### config.mk
export PLATFORM = sky130hd
export DESIGN_NAME = regfile_port_ctrl
export DESIGN_NICKNAME = d
export VERILOG_FILES = /design/src/rtl/regfile_ctrl_pkg.sv /design/src/rtl/regfile_starve_guard.sv /design/src/rtl/regfile_port_ctrl.sv
export SDC_FILE = /design/constraint.sdc
export NUM_CORES = 1
export LEC_CHECK = 0
export ABC_AREA = 1
export BUFFER_PORTS_ARGS = -buffer_cell sky130_fd_sc_hd__buf_2
export CAP_MARGIN = 20
export CORE_MARGIN = 3
export CORE_UTILIZATION = 25
export CTS_CLUSTER_DIAMETER = 60
export DETAILED_ROUTE_END_ITERATION = 8
export GPL_TIMING_DRIVEN = 0
export HOLD_SLACK_MARGIN = 0.05
export MAX_ROUTING_LAYER = met4
export PLACE_DENSITY_LB_ADDON = 0.2
export SLEW_MARGIN = 20
export SYNTH_ARGS = -nofsm -noshare
export SYNTH_HDL_FRONTEND = slang
export SYNTH_HIERARCHICAL = 1
export SYNTH_SLANG_ARGS = --single-unit
### constraint.sdc
create_clock -name clk_i -period 2.5 [get_ports clk_i]
set_input_delay 0.25 -clock clk_i [delete_from_list [all_inputs] [get_ports clk_i]]
set_output_delay 0.25 -clock clk_i [all_outputs]
set_load 0.03 [all_outputs]
### src/rtl/regfile_ctrl_pkg.sv
// Shared types and defaults for the register-file port controller.
// Imported by the controller top and its starvation guard.
package regfile_ctrl_pkg;

  typedef enum logic {
    INIT = 1'b0,
    RUN  = 1'b1
  } state_t;

  localparam int NUM_REGS_D = 32;
  localparam int ADDR_W_D   = 5;
  localparam int DATA_W_D   = 32;
  localparam int REG_ZERO   = 0;

endpackage

### src/rtl/regfile_starve_guard.sv
// Saturating refusal counter for the debug requester.
// Raises a registered stall request once the limit is reached.
module regfile_starve_guard #(
  parameter int STARVE_LIMIT = 8
) (
  input  logic clk,
  input  logic rst_n,
  input  logic count_en,
  input  logic clear,
  output logic stall_req
);

  localparam logic [7:0] LIM = 8'(STARVE_LIMIT);

  logic [7:0] cnt;
  logic [7:0] cnt_inc;

  assign cnt_inc = cnt + 8'd1;

  always_ff @(posedge clk or negedge rst_n) begin
    if (!rst_n) begin
      cnt       <= '0;
      stall_req <= 1'b0;
    end else if (clear) begin
      cnt       <= '0;
      stall_req <= 1'b0;
    end else if (count_en && cnt != LIM) begin
      cnt       <= cnt_inc;
      stall_req <= (cnt_inc == LIM);
    end
  end

endmodule

### src/rtl/regfile_port_ctrl.sv
// Owns the register-file write port and read port 2: zero-fill after
// reset, then writeback-first arbitration with a debug requester.
module regfile_port_ctrl
  import regfile_ctrl_pkg::*;
#(
  parameter int NUM_REGS     = NUM_REGS_D,
  parameter int ADDR_W       = ADDR_W_D,
  parameter int DATA_W       = DATA_W_D,
  parameter int STARVE_LIMIT = 8
) (
  input  logic              clk_i,
  input  logic              reset_i,
  input  logic              wb_we_i,
  input  logic [ADDR_W-1:0] wb_rd_i,
  input  logic [DATA_W-1:0] wb_data_i,
  input  logic [ADDR_W-1:0] pipe_rs2_i,
  input  logic              pipe_rs2_used_i,
  input  logic              dbg_valid_i,
  input  logic              dbg_write_i,
  input  logic [ADDR_W-1:0] dbg_addr_i,
  input  logic [DATA_W-1:0] dbg_wdata_i,
  output logic              dbg_ready_o,
  output logic              dbg_rvalid_o,
  output logic [DATA_W-1:0] dbg_rdata_o,
  output logic              rf_we_o,
  output logic [ADDR_W-1:0] rf_waddr_o,
  output logic [DATA_W-1:0] rf_wdata_o,
  output logic [ADDR_W-1:0] rf_raddr2_o,
  input  logic [DATA_W-1:0] rf_rdata2_i,
  output logic              busy_o,
  output logic              stall_req_o
);

  localparam logic [ADDR_W-1:0] LAST = ADDR_W'(NUM_REGS - 1);
  localparam logic [ADDR_W-1:0] ZERO = ADDR_W'(REG_ZERO);

  state_t            state, state_nxt;
  logic [ADDR_W-1:0] init_cnt, init_nxt;

  logic is_run;
  logic wb_sel;
  logic xfer;
  logic rd_xfer;
  logic wr_xfer;

  assign is_run  = (state == RUN);
  assign busy_o  = !is_run;
  assign wb_sel  = is_run && wb_we_i;

  assign dbg_ready_o = is_run &&
                       (dbg_write_i ? !wb_we_i : !pipe_rs2_used_i);
  assign xfer    = dbg_valid_i && dbg_ready_o;
  assign rd_xfer = xfer && !dbg_write_i;
  assign wr_xfer = xfer && dbg_write_i;

  always_ff @(posedge clk_i or negedge reset_i) begin
    if (!reset_i) begin
      state    <= INIT;
      init_cnt <= '0;
    end else begin
      state    <= state_nxt;
      init_cnt <= init_nxt;
    end
  end

  always_comb begin
    state_nxt = state;
    init_nxt  = '0;
    if (state == INIT) begin
      init_nxt = init_cnt + 1'b1;
      if (init_cnt == LAST) begin
        state_nxt = RUN;
        init_nxt  = '0;
      end
    end
  end

  always_comb begin
    rf_we_o     = 1'b0;
    rf_waddr_o  = init_cnt;
    rf_wdata_o  = '0;
    rf_raddr2_o = rd_xfer ? dbg_addr_i : pipe_rs2_i;
    unique case (1'b1)
      !is_run: begin
        rf_we_o = 1'b1;
      end
      wb_sel: begin
        rf_we_o    = (wb_rd_i != ZERO);
        rf_waddr_o = wb_rd_i;
        rf_wdata_o = wb_data_i;
      end
      wr_xfer: begin
        rf_we_o    = (dbg_addr_i != ZERO);
        rf_waddr_o = dbg_addr_i;
        rf_wdata_o = dbg_wdata_i;
      end
      default: ;
    endcase
  end

  // Read data is captured before any same-edge write lands.
  always_ff @(posedge clk_i or negedge reset_i) begin
    if (!reset_i) begin
      dbg_rvalid_o <= 1'b0;
      dbg_rdata_o  <= '0;
    end else begin
      dbg_rvalid_o <= rd_xfer;
      if (rd_xfer) dbg_rdata_o <= rf_rdata2_i;
    end
  end

  regfile_starve_guard #(
    .STARVE_LIMIT(STARVE_LIMIT)
  ) u_guard (
    .clk       (clk_i),
    .rst_n     (reset_i),
    .count_en  (is_run && dbg_valid_i && !dbg_ready_o),
    .clear     (!is_run || !dbg_valid_i || xfer),
    .stall_req (stall_req_o)
  );

endmodule

**Word level (Yosys, flattened, before mapping)**

Index checks and enable logic that the tools add are counted.
Widths: inputs -> output; s select.

- Register bits after elaboration: 48
- Bits in latches: 0
- Bits in writable memories: 0
- Bits in read-only memories: 0
- Input port bits: 117
- Memories: 0

- Add/subtract/negate cells: 2
- $mul: 0
- Divide/modulo/power cells: 0
- $lt $le $gt $ge: 0
- Equality and inequality tests: 3
- Shift operators: 0
- Mux-type cells: 13
- Bitwise gates (word level): 0
- Reduce and logical (&&, ||, !) cells: 19

Operators with widths:

| operator | number |
|---|---|
| $pmux 32 s2 | 1 |
| $mux 8 | 2 |
| $mux 5 | 3 |
| $pmux 5 s2 | 1 |
| $reduce_bool 5->1 | 2 |
| $add 8x1->8 const B | 1 |
| $eq 8x4->1 const B | 1 |
| $logic_and 1x1->1 | 8 |
| $ne 8x4->1 const B | 1 |
| $logic_not 1->1 | 6 |
| $add 5x1->5 const B | 1 |
| $eq 5x5->1 const B | 1 |
| $mux 1 | 5 |
| $pmux 1 s3 | 1 |
| $logic_or 1x1->1 | 2 |
| $reduce_bool 2->1 | 1 |

**Longest topological paths before layout**

Gate-level depths: netlist (run 1).

- Depth in word-level cells: 8
- Depth in mapped cells: 11

**Cells and area by module**

Netlist (run 1), hierarchy kept.

By module, submodules not included:

| module | instances | cells each | area an instance (sq um) |
|---|---|---|---|
| regfile_port_ctrl | 1 | 333 | 2290.9 |
| regfile_starve_guard | 1 | 77 | 571.8 |

**Worst setup path after synthesis (run 1)**

Ideal clock, no wire load.

- Path type: flip-flop to flip-flop
- From: reg state, in the netlist is_run
- To: reg u_guard.stall_req
- Arrival time: 1525 ps
- Required time: 2425 ps
- Slack: 899 ps
- Cell stages (with the launch flop): 12
- Path buffers: 2
- Period minus slack after synthesis: 1601 ps
- Cells stage by stage: dfrtp_1 buf_4 nand2_1 nor2_2 buf_4 nor2_1 inv_1 nor2_1 nand3_1 nor2_1 nand2_1 o21bai_2

- Cells in the longest elaborated chain, start to end: 5
- Elaborated cells on any way between the ends: 11
- Those cells by class: 1 x mux; 10 x reduce/logical

Ends and longest elaborated chain:

| item | line | source |
|---|---|---|
| from (decl) | regfile_port_ctrl.sv:37 | `state_t state, state_nxt;` |
| from (signal assigned) | regfile_port_ctrl.sv:61 | `state <= state_nxt;` |
| $logic_and 1x1->1 | regfile_port_ctrl.sv:50 | `assign dbg_ready_o = is_run &&` |
| $logic_not 1->1 | regfile_port_ctrl.sv:117 | `.count_en (is_run && dbg_valid_i && !dbg_ready_o),` |
| $logic_and 1x1->1 | regfile_port_ctrl.sv:117 |  |
| $logic_and 1x1->1 | regfile_starve_guard.sv:27 | `end else if (count_en && cnt != LIM) begin` |
| $reduce_bool 2->1 (no line) | n/a |  |
| to (signal assigned) | regfile_starve_guard.sv:29 | `stall_req <= (cnt_inc == LIM);` |
| to (decl) | regfile_starve_guard.sv:10 | `output logic stall_req` |

Several ways; a longest one is shown, not always the timed one.
A chain may end at the register's enable or synchronous reset.

**Final worst setup path (run 1)**

- From: reg state, in the netlist is_run
- To: out rf_wdata_o[12]

- Cells in the longest elaborated chain, start to end: 4
- Elaborated cells on any way between the ends: 5
- Those cells by class: 1 x mux; 4 x reduce/logical

Ends and longest elaborated chain:

| item | line | source |
|---|---|---|
| $logic_and 1x1->1 | regfile_port_ctrl.sv:50 |  |
| $logic_and 1x1->1 | regfile_port_ctrl.sv:52 | `assign xfer = dbg_valid_i && dbg_ready_o;` |
| $logic_and 1x1->1 | regfile_port_ctrl.sv:54 | `assign wr_xfer = xfer && dbg_write_i;` |
| $pmux 32 s2 * | regfile_port_ctrl.sv:83 | `unique case (1'b1)` |
| to (decl) | regfile_port_ctrl.sv:27 | `output logic [DATA_W-1:0] rf_wdata_o,` |

Mark *: on every way between the ends. The rest lies on a longest branch, timed or not.

==> reports/qor_table.md, run 1 <==
| Parameter | Reported | Unit |
|---|---|---|
| Setup-violating endpoint count in the final report | 0 | - |
| Filler cells | 1,210 | - |
| CTS H-tree lvls | 2 | - |
| Leak pwr | 2.484 | nW |
| Initial antenna violation count | 0 | - |
| Leading post-synthesis cells by cell area | dfrtp_1 (42%), nand2_1 (27%), nand4_1 (8.3%), nand3_1 (3.7%), inv_1 (2.6%) | - |
| Final sum of negative setup slack | 0 | ps |
| Post-CTS Setup Inserts | 0 | - |
| Post-synthesis cell count | 410 | - |
| Adder and majority gate portion of the synthesized area | 0.01748 | - |
| Area fraction in and, or, nand and nor cells after synthesis | 0.4454 | - |
| Die area | 12,770 | um^2 |
| Path category of the worst min-delay check | input pin to flop | - |
| Critical-path maximum fanout | 10 | - |
| Via count of the first global-routing pass | 3,135 | - |
| Critical Setup Path Class | flop to output port | - |
| Number of nets in the synthesized netlist | 531 | - |
| Total global routing track utilization | 0.1526 | - |
| Top Metal Used | met4 | - |
| Cell with the most instances after synthesis | nand2_1 | - |
| Hold-fix buffers, CTS | 1 | - |
| Sort of element at the start of the critical path | flop | - |
| Mapped Area | 2863 | um^2 |
| Critical path's largest stage delay | 320 | ps |
| Peak Freq | 488.6 | MHz |
| Xor and xnor fraction of the mapped netlist area | 0.003059 | - |
| Total iterations of the first detailed-routing run | 4 | - |
| Clock-pin transition on the worst setup and hold timing paths | 70 | ps |
| Wire length of the first global-routing pass | 15,490 | um |
| Transition at the pin with the smallest max-transition slack | 621.7 | ps |
| GRT Residual Overflow | 0 | - |
| Die Height | 113.0 | um |
| Gpl congestion | 0.8263 | - |
| EDFF count, synth | 0 | - |
| Number of nets with antenna violations after detailed routing | 0 | - |
| Total Routed Length | 10,020 | um |
| Initial core utilization | 0.2595 | - |
| Run status | finished, final reports clean | - |
| Final total power | 2.375 | mW |
| Fin. max-slew vios | 0 | - |
| Antenna diode instance count | 0 | - |
| Share of the clock period used by the worst path after layout | 0.8186 | - |
| Clock Skews | 2.727 | ps |
| Dominant cell type by area after synthesis | dfrtp_1 | - |
| Most numerous cell types in the synthesized netlist | nand2_1 (206), dfrtp_1 (48), nand4_1 (38) | - |
| Share of Yosys cell area claimed by the top area cell type | 0.4196 | - |
| Largest family of logic cells by synthesized area | simple AND/OR/NAND/NOR gates | - |
| Sum of met2 wire segment lengths after detailed routing | 5117 | um |
| Synth-to-layout area growth | 45.45 | % |
| Number of buffers added on ports | 195 | - |
| Cell repeated most along the worst path | buf_4 | - |
| Series of cell instances along the critical path | buf_4, nand4_2, inv_2, buf_4, buf_4, nand2_1, nand2_1, buf_2 | - |
| Half-perimeter wire length after placement | 8054 | um |
| Post-DR wirelength/cell | 13.31 | um |
| Starting DRC count in detailed routing | 115 | - |
| Met3 layer wire length in the routed design | 761 | um |
| Sequential-to-total area share from yosys stat | 0.4196 | - |
| Worst slew margin | 0.5855 | - |
| Number of max-capacitance violations reported | 0 | - |
| Average instance area after synthesis | 6.982 | um^2 |
| Warnings from Yosys | 6 | - |
| Final worst path period need | 2047 | ps |
| Total via count after detailed routing | 3,369 | - |
| Worst setup EP type | output port | - |
| Cell at the slowest stage of the critical path | dfrtp_1 | - |
| Wire length the detailed router placed on met1 | 4094 | um |
| Fraction of registers with async set/reset | 1.000 | - |
| Final Hold Viols | 0 | - |
| Number of vias per cell after detailed routing | 4.474 | - |
| Die width | 113.0 | um |
| TritonCTS sink count | 48 | - |
| Largest net degree at the start of global routing | 49 | - |
| Prevailing post-synth register cell | dfrtp_1 | - |
| Cell area power density | 570.4 | nW/um^2 |
| Post-CTS resize count | 0 | - |
| Req. time, crit path | 2250 | ps |
| Total of flip-flops plus latches after synthesis | 48 | - |
| Largest buffer count on any clock path | 2 | - |
| I/O pin total | 196 | - |
| Post-synthesis compound-gate area fraction | 0.03322 | - |
| Multiplexer area fraction after synthesis | 0 | - |
| Number of nets in the layout | 734 | - |
| Clock tree root buffer cell | clkbuf_16 | - |
| Drc violations | 0 | - |
| Clock insertion delay at the later pin of the skew report | 280 | ps |
| RSZ-0062 raised after global routing | no | - |
| Cell Rows | 38 | - |
| CTS tree | built | - |
| WP data arrival | 1800 | ps |
| Worst ir drop on vdd | 0.0002373 | V |
| Fraction of layout instances using a drive strength above 1 | 0.3866 | - |
| Number of buffers created by CTS | 5 | - |
| Distinct cells, synth | 28 | - |
| CORE AREA | 11,030 | um^2 |
registers in the layout, summed over array words and instances (netlist names):
register	count
dbg_rdata_o	32
is_run	1
dbg_rvalid_o	1
u_guard/cnt	8
init_cnt	5
u_guard/stall_req	1
worst paths after layout:
kind | to | cells past startpoint | slack [ps] | from
worst min register to register | dbg_rdata_o[21] | 2 | 470 | dbg_rdata_o[21]
worst min-delay path | dbg_rdata_o[11] | 3 | 210 | rf_rdata2_i[11]
worst max-delay path | rf_wdata_o[12] | 8 | 450 | is_run
min in group asynchronous | u_guard/stall_req | 2 | 510 | reset_i
worst max register to register | u_guard/stall_req | 11 | 680 | is_run
max in group asynchronous | dbg_rdata_o[28] | 2 | 1560 | reset_i
worst max-delay path: cells and delay by family (launching register included):
family,cells,cell delay [ps]
buffers and inverters,5,780
flip-flops,1,320
AND/OR/NAND/NOR,3,370
metal layers:
layer  vias to the layer above  GRT usage
li1                       1722          -
met1                      1528     0.1769
met2                       114     0.2737
met3                         5    0.03690
met4                         0    0.02163
met5                         -          -
per-stage QoR:
stage               setup slack (ps)  std cells    util  instance area, um^2  hold WS [ps]
finish                         453.4        753  0.3775                 4164         214.4
global route                   297.9        753  0.3775                 4164         220.1
CTS                            403.3        753  0.3775                 4164         212.4
detailed placement             672.9        745  0.3641                 4016         321.1
global placement               693.3        745  0.3639                 4014         450.9
floorplan                      899.5        410       -                 2863        -45.59
placed cells by master, fill, tap and decap left out, types with 2 or more instances in the layout:
master	instances
buf_4	8
nand3_2	2
inv_2	3
nor2_1	19
ha_1	4
inv_1	20
nand2_1	206
o21ai_1	8
clkbuf_1	2
a21oi_1	2
clkbuf_16	5
buf_2	206
nor2_2	3
nand3_1	21
buf_6	2
nand4_1	38
o21ai_0	2
dfrtp_1	48
cell type report:
class | instances | area (um^2) | area share
Buffer | 24 | 146.4 | 0.03516
Clock buffer | 5 | 125.1 | 0.03005
Clock inverter | 2 | 12.51 | 0.003005
Inverter | 23 | 86.33 | 0.02073
Multi-Input combinational cell | 315 | 1429 | 0.3431
Sequential cell | 48 | 1201 | 0.2885
Tap cell | 140 | 175.2 | 0.04207
Timing Repair Buffer | 196 | 988.4 | 0.2374
cell families (layout without fill, tap and decap cells):
| family | after synthesis | count (layout) |
|---|---|---|
| AND/OR/NAND/NOR | 295 | 295 |
| flip-flops | 48 | 48 |
| buffers and inverters | 47 | 250 |
| AO/OA/AOI/OAI | 15 | 15 |
| adder cells (fa/ha/maj) | 4 | 4 |
| XOR/XNOR | 1 | 1 |
report_power, final:
| group | switching [mW] | total, mW | internal [mW] |
|---|---|---|---|
| clock network | 0.297 | 0.661 | 0.364 |
| registers | 0.0459 | 0.915 | 0.869 |
| logic | 0.551 | 0.799 | 0.248 |
| total | 0.895 | 2.38 | 1.48 |
(Power assumes the default switching activity.)
==> inputs of run 2 (changes only) <==
==> constraint.sdc (replaced) <==
create_clock -name clk_i -period 1.9 [get_ports clk_i]
set_input_delay 0.19 -clock clk_i [delete_from_list [all_inputs] [get_ports clk_i]]
set_output_delay 0.19 -clock clk_i [all_outputs]
set_load 0.03 [all_outputs]
==> run 2 against run 1 <==
Via count rose by 1.3%. Wire length grew 1.4%. Clock-buffer cell count stayed put. Clock skew barely moved. Core utilization increased by 1.3 points. Critical path type unchanged. Highest routed layer unchanged.
==> reports/qor_table.md, run 2 (same netlist as run 1, synthesis figures left out) <==
| Parameter | Reported | Unit | Delta |
|---|---|---|---|
| Total via count after detailed routing | 3,414 | - | +1.3% |
| Number of nets with antenna violations after detailed routing | 0 | - | unchanged |
| Number of nets in the layout | 741 | - | +0.95% |
| Critical-path maximum fanout | 10 | - | unchanged |
| Antenna diode instance count | 0 | - | unchanged |
| Clock tree root buffer cell | clkbuf_16 | - |  |
| Worst ir drop on vdd | 0.0003144 | V | +32% |
| Final sum of negative setup slack | 0 | ps | unchanged |
| Setup ws final | 103.5 | ps | -349.9 ps |
| Share of the clock period used by the worst path after layout | 0.9455 | - |  |
| Largest net degree at the start of global routing | 49 | - | unchanged |
| Post-DR wirelength/cell | 13.38 | um | +0.50% |
| Die Height | 113.0 | um | unchanged |
| Final worst path period need | 1797 | ps |  |
| Flip-flop count of the largest register after layout | 32 | - | unchanged |
| Wire length of the first global-routing pass | 15,580 | um | +0.58% |
| Reg with most FFs | dbg_rdata_o | - |  |
| Sort of element at the start of the critical path | flop | - |  |
| Critical Setup Path Class | flop to output port | - |  |
| Largest buffer count on any clock path | 2 | - | unchanged |
| GRT Residual Overflow | 0 | - | unchanged |
| Worst slew margin | 0.5875 | - | +0.001960 |
| Half-perimeter wire length after placement | 8054 | um | unchanged |
| Initial antenna violation count | 0 | - | unchanged |
| Number of buffers added on ports | 195 | - | unchanged |
| Total global routing track utilization | 0.1534 | - | +0.0008096 |
| CORE AREA | 11,030 | um^2 | unchanged |
| Fraction of layout instances using a drive strength above 1 | 0.4016 | - | +0.01499 |
| Setup-violating endpoint count in the final report | 0 | - | unchanged |
| Initial core utilization | 0.2595 | - | unchanged |
| Run status | finished, final reports clean | - |  |
| Clock Skews | 2.738 | ps | +0.01119 ps |
| Starting DRC count in detailed routing | 114 | - | -0.87% |
| CTS tree | built | - |  |
| Total iterations of the first detailed-routing run | 5 | - | +1 |
| Cell Rows | 38 | - | unchanged |
| Fin. max-slew vios | 0 | - | unchanged |
| Final total power | 3.161 | mW | +33% |
| Number of max-capacitance violations reported | 0 | - | unchanged |
| I/O pin total | 196 | - | unchanged |
| Worst setup EP type | output port | - |  |
| Peak Freq | 556.6 | MHz |  |
| Transition at the pin with the smallest max-transition slack | 618.8 | ps | -2.941 ps |
| CTS H-tree lvls | 2 | - | unchanged |
| Clock-pin transition on the worst setup and hold timing paths | 70 | ps | about the same |
| Path category of the worst min-delay check | input pin to flop | - |  |
| Die width | 113.0 | um | unchanged |
| Number of buffers created by CTS | 5 | - | unchanged |
| Pre-CTS setup slack | 72.88 | ps | -600.0 ps |
| Most common library cell in the layout ignoring fill and taps | nand2_1 | - |  |
| Leading registers by flop count | dbg_rdata_o (32), u_guard/cnt (8), init_cnt (5) | - |  |
| Gpl congestion | 0.8263 | - | unchanged |
| RSZ-0062 raised after global routing | no | - |  |
| Number of vias per cell after detailed routing | 4.492 | - | +0.40% |
| Clock insertion delay at the later pin of the skew report | 280 | ps | about the same |
| TritonCTS sink count | 48 | - | unchanged |
| Most used cells in the layout excluding fill and tap cells | nand2_1 (202), buf_2 (194), dfrtp_1 (48) | - |  |
| Via count of the first global-routing pass | 3,156 | - | +0.67% |
| Req. time, crit path | 1710 | ps | -540 ps |
| Synth-to-layout area growth | 50.61 | % |  |
| Die area | 12,770 | um^2 | unchanged |
| Final Hold Viols | 0 | - | unchanged |
| Filler cells | 1,199 | - | -0.91% |
| Leak pwr | 2.533 | nW | +1.9% |
| Total Routed Length | 10,170 | um | +1.4% |
| WP data arrival | 1610 | ps | -190 ps |
| Drc violations | 0 | - | unchanged |
| Cell area power density | 733.1 | nW/um^2 | +29% |
-- run 2: path summary, 6_finish.rpt --
path	from	end	slack, ps	depth (start not counted)
max reg2reg	is_run	u_guard/stall_req	250	11
min in group asynchronous	reset_i	u_guard/stall_req	450	2
min reg2reg	dbg_rdata_o[21]	dbg_rdata_o[21]	470	2
max	is_run	rf_wdata_o[12]	100	8
min	rf_rdata2_i[11]	dbg_rdata_o[11]	150	3
max in group asynchronous	reset_i	dbg_rdata_o[28]	1020	2
-- run 2: where the power goes --
group          switching (mW)  internal [mW]  leakage [nW]
sequential             0.0603           1.14         0.616
clock                   0.392          0.479        0.0657
combinational           0.736          0.350          1.85
-- run 2: worst max-delay path: stages, from the launching register on --
cell and delay (ps):
dfrtp_1 340, buf_6 140, nand4_4 130, inv_2 80, buf_4 160, buf_6 150, nand2_1 60, nand2_1 90
buf_4 170
-- run 2: layer usage --
metal	part of all wire	vias to the layer above	GRT usage
li1	-	1737	-
met4	0.0050	0	0.02163
met3	0.073	5	0.03690
met2	0.51	119	0.2761
met5	0	-	-
met1	0.41	1553	0.1772
-- run 2: final cells by class --
| class | instances | area (um^2) | area share |
|---|---|---|---|
| Clock buffer | 5 | 125.1 | 0.02902 |
| Buffer | 23 | 146.4 | 0.03395 |
| Timing Repair Buffer | 204 | 1097 | 0.2545 |
| Multi-Input combinational cell | 315 | 1465 | 0.3398 |
| Clock inverter | 2 | 12.51 | 0.002902 |
| Tap cell | 140 | 175.2 | 0.04063 |
| Inverter | 23 | 88.84 | 0.02060 |
| Sequential cell | 48 | 1201 | 0.2786 |
-- run 2: what timing repair did --
| action | in CTS | in global routing |
|---|---|---|
| hold buffers | 1 | 0 |
| pin swaps | 0 | 3 |
| endpoints found under the hold margin | 48 | 0 |
| gates resized for setup | 6 | 29 |
| setup endpoints to repair | 35 | 46 |
| setup buffers | 2 | 6 |
-- run 2: stage by stage --
step             util  cells  instance area (um^2)  hold slack (ps)
6_report       0.3909    760                  4312            153.4
5_1_grt        0.3909    760                  4312            160.1
4_1_cts        0.3812    755                  4205            152.4
3_5_place_dp   0.3641    745                  4016            261.1
3_3_place_gp   0.3639    745                  4014            447.3
2_1_floorplan       -    410                  2863           -105.6
